### config.mk
export PLATFORM = sky130hd
export DESIGN_NAME = oam_dma
export DESIGN_NICKNAME = d
export VERILOG_FILES = /design/src/rtl/gb_pkg.sv /design/src/rtl/oam_dma.sv
export SDC_FILE = /design/constraint.sdc
export NUM_CORES = 1
export LEC_CHECK = 0
export CELL_PAD_IN_SITES_DETAIL_PLACEMENT = 1
export CELL_PAD_IN_SITES_GLOBAL_PLACEMENT = 2
export CORE_AREA = 2 2 97 99
export CTS_CLUSTER_SIZE = 10
export DETAILED_ROUTE_END_ITERATION = 7
export DIE_AREA = 0 0 99 101
export PLACE_DENSITY = 0.8
export REMOVE_ABC_BUFFERS = 1
export SKIP_CTS_REPAIR_TIMING = 1
export SYNTH_ARGS = -nofsm -noshare
export SYNTH_HDL_FRONTEND = slang
export SYNTH_SLANG_ARGS = --single-unit
### constraint.sdc
create_clock -name i_clk -period 2.4 [get_ports i_clk]
set_clock_uncertainty 0.2 [all_clocks]
set_input_delay 0.48 -clock i_clk [delete_from_list [all_inputs] [get_ports i_clk]]
set_output_delay 0.48 -clock i_clk [all_outputs]
set_load 0.01 [all_outputs]
### src/rtl/gb_pkg.sv
// Shared constants and types for the Game Boy style bus blocks.
package gb_pkg;

    localparam logic [15:0] DMA_REG_ADDR = 16'hFF46;
    localparam logic [15:0] OAM_BASE     = 16'hFE00;
    localparam int          DMA_LEN      = 160;
    localparam logic [15:0] HRAM_LO      = 16'hFF80;
    localparam logic [15:0] HRAM_HI      = 16'hFFFE;

    typedef enum logic [1:0] {
        IDLE  = 2'd0,
        START = 2'd1,
        XFER  = 2'd2
    } dma_state_t;

    // True for addresses the CPU may still reach while a DMA owns the bus.
    function automatic logic is_hram(input logic [15:0] addr);
        return (addr >= HRAM_LO) && (addr <= HRAM_HI);
    endfunction

    // Pages 0xE0-0xFF are echo RAM and fold back onto 0xC0-0xDF.
    function automatic logic [7:0] eff_src_page(input logic [7:0] src_hi);
        return (src_hi >= 8'hE0) ? (src_hi - 8'h20) : src_hi;
    endfunction

endpackage

### src/rtl/oam_dma.sv
// OAM DMA controller sitting between the CPU and memory on the byte bus.
// Bus protocol: no handshake. Reads are address-in, data-out one cycle later;
// writes complete in the cycle the strobe is high. While a copy runs the
// controller owns the memory ports and the CPU is confined to HRAM.
module oam_dma
    import gb_pkg::*;
#(
    parameter int CYCLES_PER_BYTE = 4
) (
    input  logic        i_clk,
    input  logic        i_rst,
    input  logic [15:0] i_cpu_rd_addr,
    output logic [7:0]  o_cpu_rd_data,
    input  logic        i_cpu_wr_en,
    input  logic [15:0] i_cpu_wr_addr,
    input  logic [7:0]  i_cpu_wr_data,
    output logic [15:0] o_mem_rd_addr,
    input  logic [7:0]  i_mem_rd_data,
    output logic        o_mem_wr_en,
    output logic [15:0] o_mem_wr_addr,
    output logic [7:0]  o_mem_wr_data,
    output logic        o_dma_active
);

    localparam int            PW         = $clog2(CYCLES_PER_BYTE);
    localparam logic [PW-1:0] LAST_PHASE = PW'(CYCLES_PER_BYTE - 1);
    localparam logic [PW-1:0] RD_PHASE   = PW'(0);
    localparam logic [PW-1:0] WR_PHASE   = PW'(1);
    localparam logic [7:0]    LAST_IDX   = 8'(DMA_LEN - 1);

    dma_state_t    state_q, state_d;
    logic [7:0]    src_hi_q, src_hi_d;   // raw register value, read back by CPU
    logic [7:0]    src_q, src_d;         // effective source page latched at start
    logic [7:0]    idx_q, idx_d;
    logic [PW-1:0] phase_q, phase_d;
    logic          blk_q, blk_d;         // previous-cycle CPU read was blocked
    logic          reg_rd_q, reg_rd_d;   // previous-cycle CPU read targeted 0xFF46

    logic dma_reg_wr;
    logic active;
    logic xfer_rd;
    logic xfer_wr;

    assign dma_reg_wr   = i_cpu_wr_en && (i_cpu_wr_addr == DMA_REG_ADDR);
    assign active       = (state_q != IDLE);
    assign xfer_rd      = (state_q == XFER) && (phase_q == RD_PHASE);
    assign xfer_wr      = (state_q == XFER) && (phase_q == WR_PHASE);
    assign o_dma_active = active;

    // State, counters and register file; reset abandons any copy in flight.
    always_ff @(posedge i_clk or posedge i_rst) begin
        if (i_rst) begin
            state_q  <= IDLE;
            src_hi_q <= 8'h00;
            src_q    <= 8'h00;
            idx_q    <= 8'h00;
            phase_q  <= '0;
            blk_q    <= 1'b0;
            reg_rd_q <= 1'b0;
        end else begin
            state_q  <= state_d;
            src_hi_q <= src_hi_d;
            src_q    <= src_d;
            idx_q    <= idx_d;
            phase_q  <= phase_d;
            blk_q    <= blk_d;
            reg_rd_q <= reg_rd_d;
        end
    end

    // Next-state: walk phases per byte and bytes per copy; a register write always (re)starts.
    always_comb begin
        state_d  = state_q;
        src_hi_d = src_hi_q;
        src_d    = src_q;
        idx_d    = idx_q;
        phase_d  = phase_q;

        case (state_q)
            IDLE: ;
            START: begin
                state_d = XFER;
                idx_d   = 8'h00;
                phase_d = '0;
            end
            XFER: begin
                if (phase_q == LAST_PHASE) begin
                    phase_d = '0;
                    if (idx_q == LAST_IDX) begin
                        state_d = IDLE;
                        idx_d   = 8'h00;
                    end else begin
                        idx_d = idx_q + 8'h01;
                    end
                end else begin
                    phase_d = phase_q + PW'(1);
                end
            end
            default: state_d = IDLE;
        endcase

        // Restart wins even over the final byte of a running copy.
        if (dma_reg_wr) begin
            state_d  = START;
            src_hi_d = i_cpu_wr_data;
            src_d    = eff_src_page(i_cpu_wr_data);
            idx_d    = 8'h00;
            phase_d  = '0;
        end

        reg_rd_d = (i_cpu_rd_addr == DMA_REG_ADDR);
        blk_d    = active && !reg_rd_d &&
                   (!is_hram(i_cpu_rd_addr) || xfer_rd);
    end

    // Bus mux: pass-through when idle, DMA owns the read port in phase 0 and the write port in phase 1.
    always_comb begin
        o_mem_rd_addr = i_cpu_rd_addr;
        o_mem_wr_en   = i_cpu_wr_en && !dma_reg_wr;
        o_mem_wr_addr = i_cpu_wr_addr;
        o_mem_wr_data = i_cpu_wr_data;

        if (active) begin
            o_mem_wr_en = i_cpu_wr_en && is_hram(i_cpu_wr_addr);
        end
        if (xfer_rd) begin
            o_mem_rd_addr = {src_q, idx_q};
        end
        if (xfer_wr) begin
            o_mem_wr_en   = 1'b1;
            o_mem_wr_addr = OAM_BASE + {8'h00, idx_q};
            o_mem_wr_data = i_mem_rd_data;
        end
    end

    // Read-data return: blocked reads see open bus, 0xFF46 reads see the register.
    always_comb begin
        if (blk_q) begin
            o_cpu_rd_data = 8'hFF;
        end else if (reg_rd_q) begin
            o_cpu_rd_data = src_hi_q;
        end else begin
            o_cpu_rd_data = i_mem_rd_data;
        end
    end

endmodule

# Yosys cells after proc, flatten, opt, wreduce, memory -nomap -nowiden
# Cells that the tools add are included.
[totals] inputBits=51 ff_bits=30 output_inout_bits=50
[classes] eq_ne=10 reduce_logical=19 muxes=19 n_addsub=4 magnitude_cmp=5
[ops] op="two-way mux 8 bit" n=7
[ops] op="== test 16 bit (second input constant)" n=2
[ops] op=">= comparator 16 bit (second input constant)" n=2
[ops] op="<= comparator 16 bit (second input constant)" n=2
[ops] op="two-way mux 16 bit" n=2
[ops] op="case mux 8 bit (2 select lines)" n=1
[ops] op="adder 10 x 9 -> 11 bit (first input constant)" n=1
[ops] op="two-way mux 2 bit" n=5
[ops] op="logical AND 1 bit" n=9
[ops] op="adder 8 x 1 -> 8 bit (second input constant)" n=1
[ops] op="== test 8 bit (second input constant)" n=1
[ops] op=">= comparator 8 bit (second input constant)" n=1
[ops] op="subtractor 8 x 6 -> 8 bit (second input constant)" n=1
[ops] op="inequality test 3 x 2 -> 1 bit (second input constant)" n=2
[ops] op="case mux 2 bit (3 select lines)" n=1
[ops] op="== test 2 x 1 -> 1 bit (second input constant)" n=2
[ops] op="== test 2 bit (second input constant)" n=2
[ops] op="zero test 2 bit" n=2
[ops] op="case mux 2 bit (2 select lines)" n=1
[ops] op="zero test 1 bit" n=3
[ops] op="AND reduction 3 bit" n=1
[ops] op="nonzero test 3 bit" n=1
[ops] op="adder 2 x 1 -> 2 bit (second input constant)" n=1
[ops] op="two-way mux 1 bit" n=2
[ops] op="4 further kinds" n=4

# Longest topological paths before layout
[logic_depth] word_depth=6 mapped_depth=7 mapped_depth_nobuf=6

# Worst setup path before layout
# OpenSTA, ideal clock, no wires.
[synth_path] path_kind="register to output" start="register phase_q[0]" end="output o_mem_rd_addr[0]" t_required_ps=1720 setup_slack_ps=342 t_arrival_ps=1378 path_stages_with_launch=6 cell_sequence="dfrtp_1 > inv_1 > ha_1 > nand3b_4 > buf_2 > mux2_2"
[synth_between] elab_chain_len=3
[synth_lines] element="from (decl)" line="oam_dma.sv:35" rtl="logic [PW-1:0] phase_q, phase_d;"
[synth_lines] element="from (signal assigned)" line="oam_dma.sv:65" rtl="phase_q <= phase_d;"
[synth_lines] element="zero test 2 bit" line="oam_dma.sv:46" rtl="assign xfer_rd = (state_q == XFER) && (phase_q == RD_PHASE);"
[synth_lines] element="logical AND 1 bit" line="oam_dma.sv:46"
[synth_lines] element="two-way mux 16 bit" line="oam_dma.sv:126" rtl="if (xfer_rd) begin"
[synth_lines] element="to (decl)" line="oam_dma.sv:17" rtl="output logic [15:0] o_mem_rd_addr,"
# Every way passes these cells.

# Final worst setup path
[layout_path] start="input i_cpu_wr_addr[10]" end="output o_mem_wr_en"
[layout_between] elab_chain_len=6 elab_cells_between_ends=10 classes_between="order compare (2); eq/ne (1); mux (2); reduce/logical (5)"
[layout_lines] element="from (decl)" line="oam_dma.sv:15" rtl="input logic [15:0] i_cpu_wr_addr,"
[layout_lines] element="parallel branches: the longest is 4 deep, another holds >= comparator 16 bit"
[layout_lines] element="two-way mux 1 bit *" line="oam_dma.sv:123" rtl="if (active) begin"
[layout_lines] element="two-way mux 1 bit *" line="oam_dma.sv:129" rtl="if (xfer_wr) begin"
[layout_lines] element="to (decl)" line="oam_dma.sv:19" rtl="output logic o_mem_wr_en,"
# Mark *: on every way between the ends.

==> results <==
## per-stage QoR
stage	instances	hold WS [ps]	cell area (sq um)
floorplan	192	254	1940
global placement	432	272	3320
detailed placement	432	272	3320
CTS	436	295	3370
global route	442	313	3500
finish	442	288	3500
## how the worst max path moves through the flow
stage | from | endpoint | slack (ps)
floorplan | state_q[1]$_DFFE_PP0P_ | o_mem_wr_addr[0] | 300
global placement | i_cpu_wr_addr[10] | o_mem_wr_en | -360
detailed placement | i_cpu_wr_addr[10] | o_mem_wr_en | -450
CTS | i_cpu_wr_addr[10] | o_mem_wr_en | -460
global route | i_cpu_wr_addr[10] | o_mem_wr_en | -250
finish | i_cpu_wr_addr[10] | o_mem_wr_en | -150
## sequential cells by signal, indices dropped and copies added (netlist names)
name      flops
state_q       2
src_q         3
blk_q         1
phase_q       2
reg_rd_q      1
idx_q         8
src_hi_q      8
## final cells by class
| cell class | count | area share (%) |
|---|---|---|
| multi-input combinational | 158 | 38.0 |
| timing repair buffer | 134 | 37.8 |
| sequential | 25 | 17.9 |
| tap | 111 | 3.96 |
| clock buffer | 4 | 1.29 |
| inverter | 10 | 1.07 |
## per-layer routing
layer	GRT usage, %	vias up	wire length (microns)
met5	0	-	0
met1	17.2	1060	3260
met3	1.80	4	273
met4	1.90	0	40
li1	-	1016	-
met2	27.8	43	4220
## cell usage in the layout (no fill, tap or decap), types with 7 or more instances in the layout
cell type         n
nand2b_1          8
dfrtp_1          24
mux2_2           38
clkdlybuf4s50_1  50
buf_4            30
nand4_1           8
dlymetal6s2s_1   38
nor2b_1           8
nor2_1           13
a21oi_1          10
inv_1             7
a211o_1           8
clkbuf_2         12
## report_power, final
part,switching [W],internal [W]
registers,0.000108,0.000487
clock network,0.000141,0.000119
logic,0.000692,0.000895
## kinds of logic after synthesis
group	after synthesis	share of synthesized area, %
and+or+nand+nor	68	21.4
buffers and inverters	22	5.88
DFF	25	30.9
AOI/OAI and AO/OA	39	13.6
muxes	45	25.1
adders and majority gates	5	3.09
## critical path: stages
cell and delay [ps]:
clkdlybuf4s50_1 490, nand4_1 120, nor3_2 250, nand4_2 140, inv_2 90, o211ai_1 100, dlymetal6s2s_1 190
==> results.toml <==
[power_and_ir_drop]
leakagePower_nw = 1.77
vdd_ir_drop_max_uv = 323
p_per_area_nw_per_um2 = 697
fin_total_pwr_w = 0.00244

[yosys]
synth.avg_cell_area_sq_um = 9.91
synth_ff_type = "dfrtp_1"
ys_seq_area_share_pct = 30.9
ys_top_cells_by_area = "dfrtp_1, mux2_2, a211o_1, ha_1, a21oi_1"
synth_top_area_cell = "dfrtp_1"
synth_warnings = 0
synthesis.area_sq_um = 2020
synth_common_cells = "mux2_2, dfrtp_1, nor2_1"
synth_edf_count = 0
synth.most_common_cell = "mux2_2"
synth_top_area_share_pct = 30.9
yosys.cell_types.count = 48
async_reset_ff_share_pct = 100
syn_inst = 204
synth-seq-cells = 25

[critical_path]
critPathMaxFanout = 2
rr_endpoint = "idx_q[3]$_DFFE_PP0P_"
endpoint_kind = "output port"
r2r_cells = 5
arrival_ps = 1870
worstSetupPathType = "in2out"
reg2reg_setup_slack_ps = 410
r2r-start = "idx_q[0]$_DFFE_PP0P_"
start_kind = "primary input"
crit_required_ps = 1720

[drt]
firstDrtPassIters = 4
drtIter0Drc = 35
drc_errors = 0
post_drt_wl_per_cell_microns = 17.6
ant_nets = 0
viasPerCell = 4.80
drt-total-wl_mm = 7.79
vias = 2123

[die]
core_sq_um = 8980
die-area_sq_um = 10000
chipHeight_microns = 101
num_rows = 35
chipWidth_microns = 99
start_util_pct = 22.5
ios = 101

[cells_and_area]
multiInputGateArea_sq_um = 1330
fill_cells = 1024
fin_nets = 388
drive_above_1_share_pct = 31.4
areaGrowthSynthToFinish_pct = 73.3
seqCellArea_sq_um = 627
diodes = 0
post-route-util_pct = 39.0

[sta]
maxSlewHeadroom_pct = 70.9
setup_viol = 1
fin_ws_ps = -150
fin_crit_ps = 2550
hold_viol_final = 0
clock.fmax_mhz = 392
slew_viol_final = 0
fin_tns_setup_ps = -150
rsz0062_at_grt = "yes"
worst_slew_pin_slew_ps = 433
fin_crit_sh_pct = 106

[clock_network]
cts_tree = "done"
root_buffer = "clkbuf_8"
clk_pin_slew_worst_paths_ps = 90
clock_path_buffers = 2
cts_num_sinks = 25
cts_inserted_buffers = 3
clkLatencyLatePin_ps = 270
h-tree-depth = 1

[outcome]
status = "complete, but fails checks"
violations = "negative setup slack"

[grt]
grt_pass1_wl_mm = 11.6
grt_usage_pct = 14.3
grt_pass1_vias = 2305
grt_start_max_net_pins = 20
antenna_found_initial = 0
grt_overflow = 0

[place]
hpwl_mm = 5.97
dpl_worst_slack_ps = -449
finalWeightedCongestion = 0.820
port_buffers = 100

[run]
drv_cap = 0

[worst_hold_path]
hp-class = "in2async"
No activity file was read; power rests on OpenSTA's default activity.
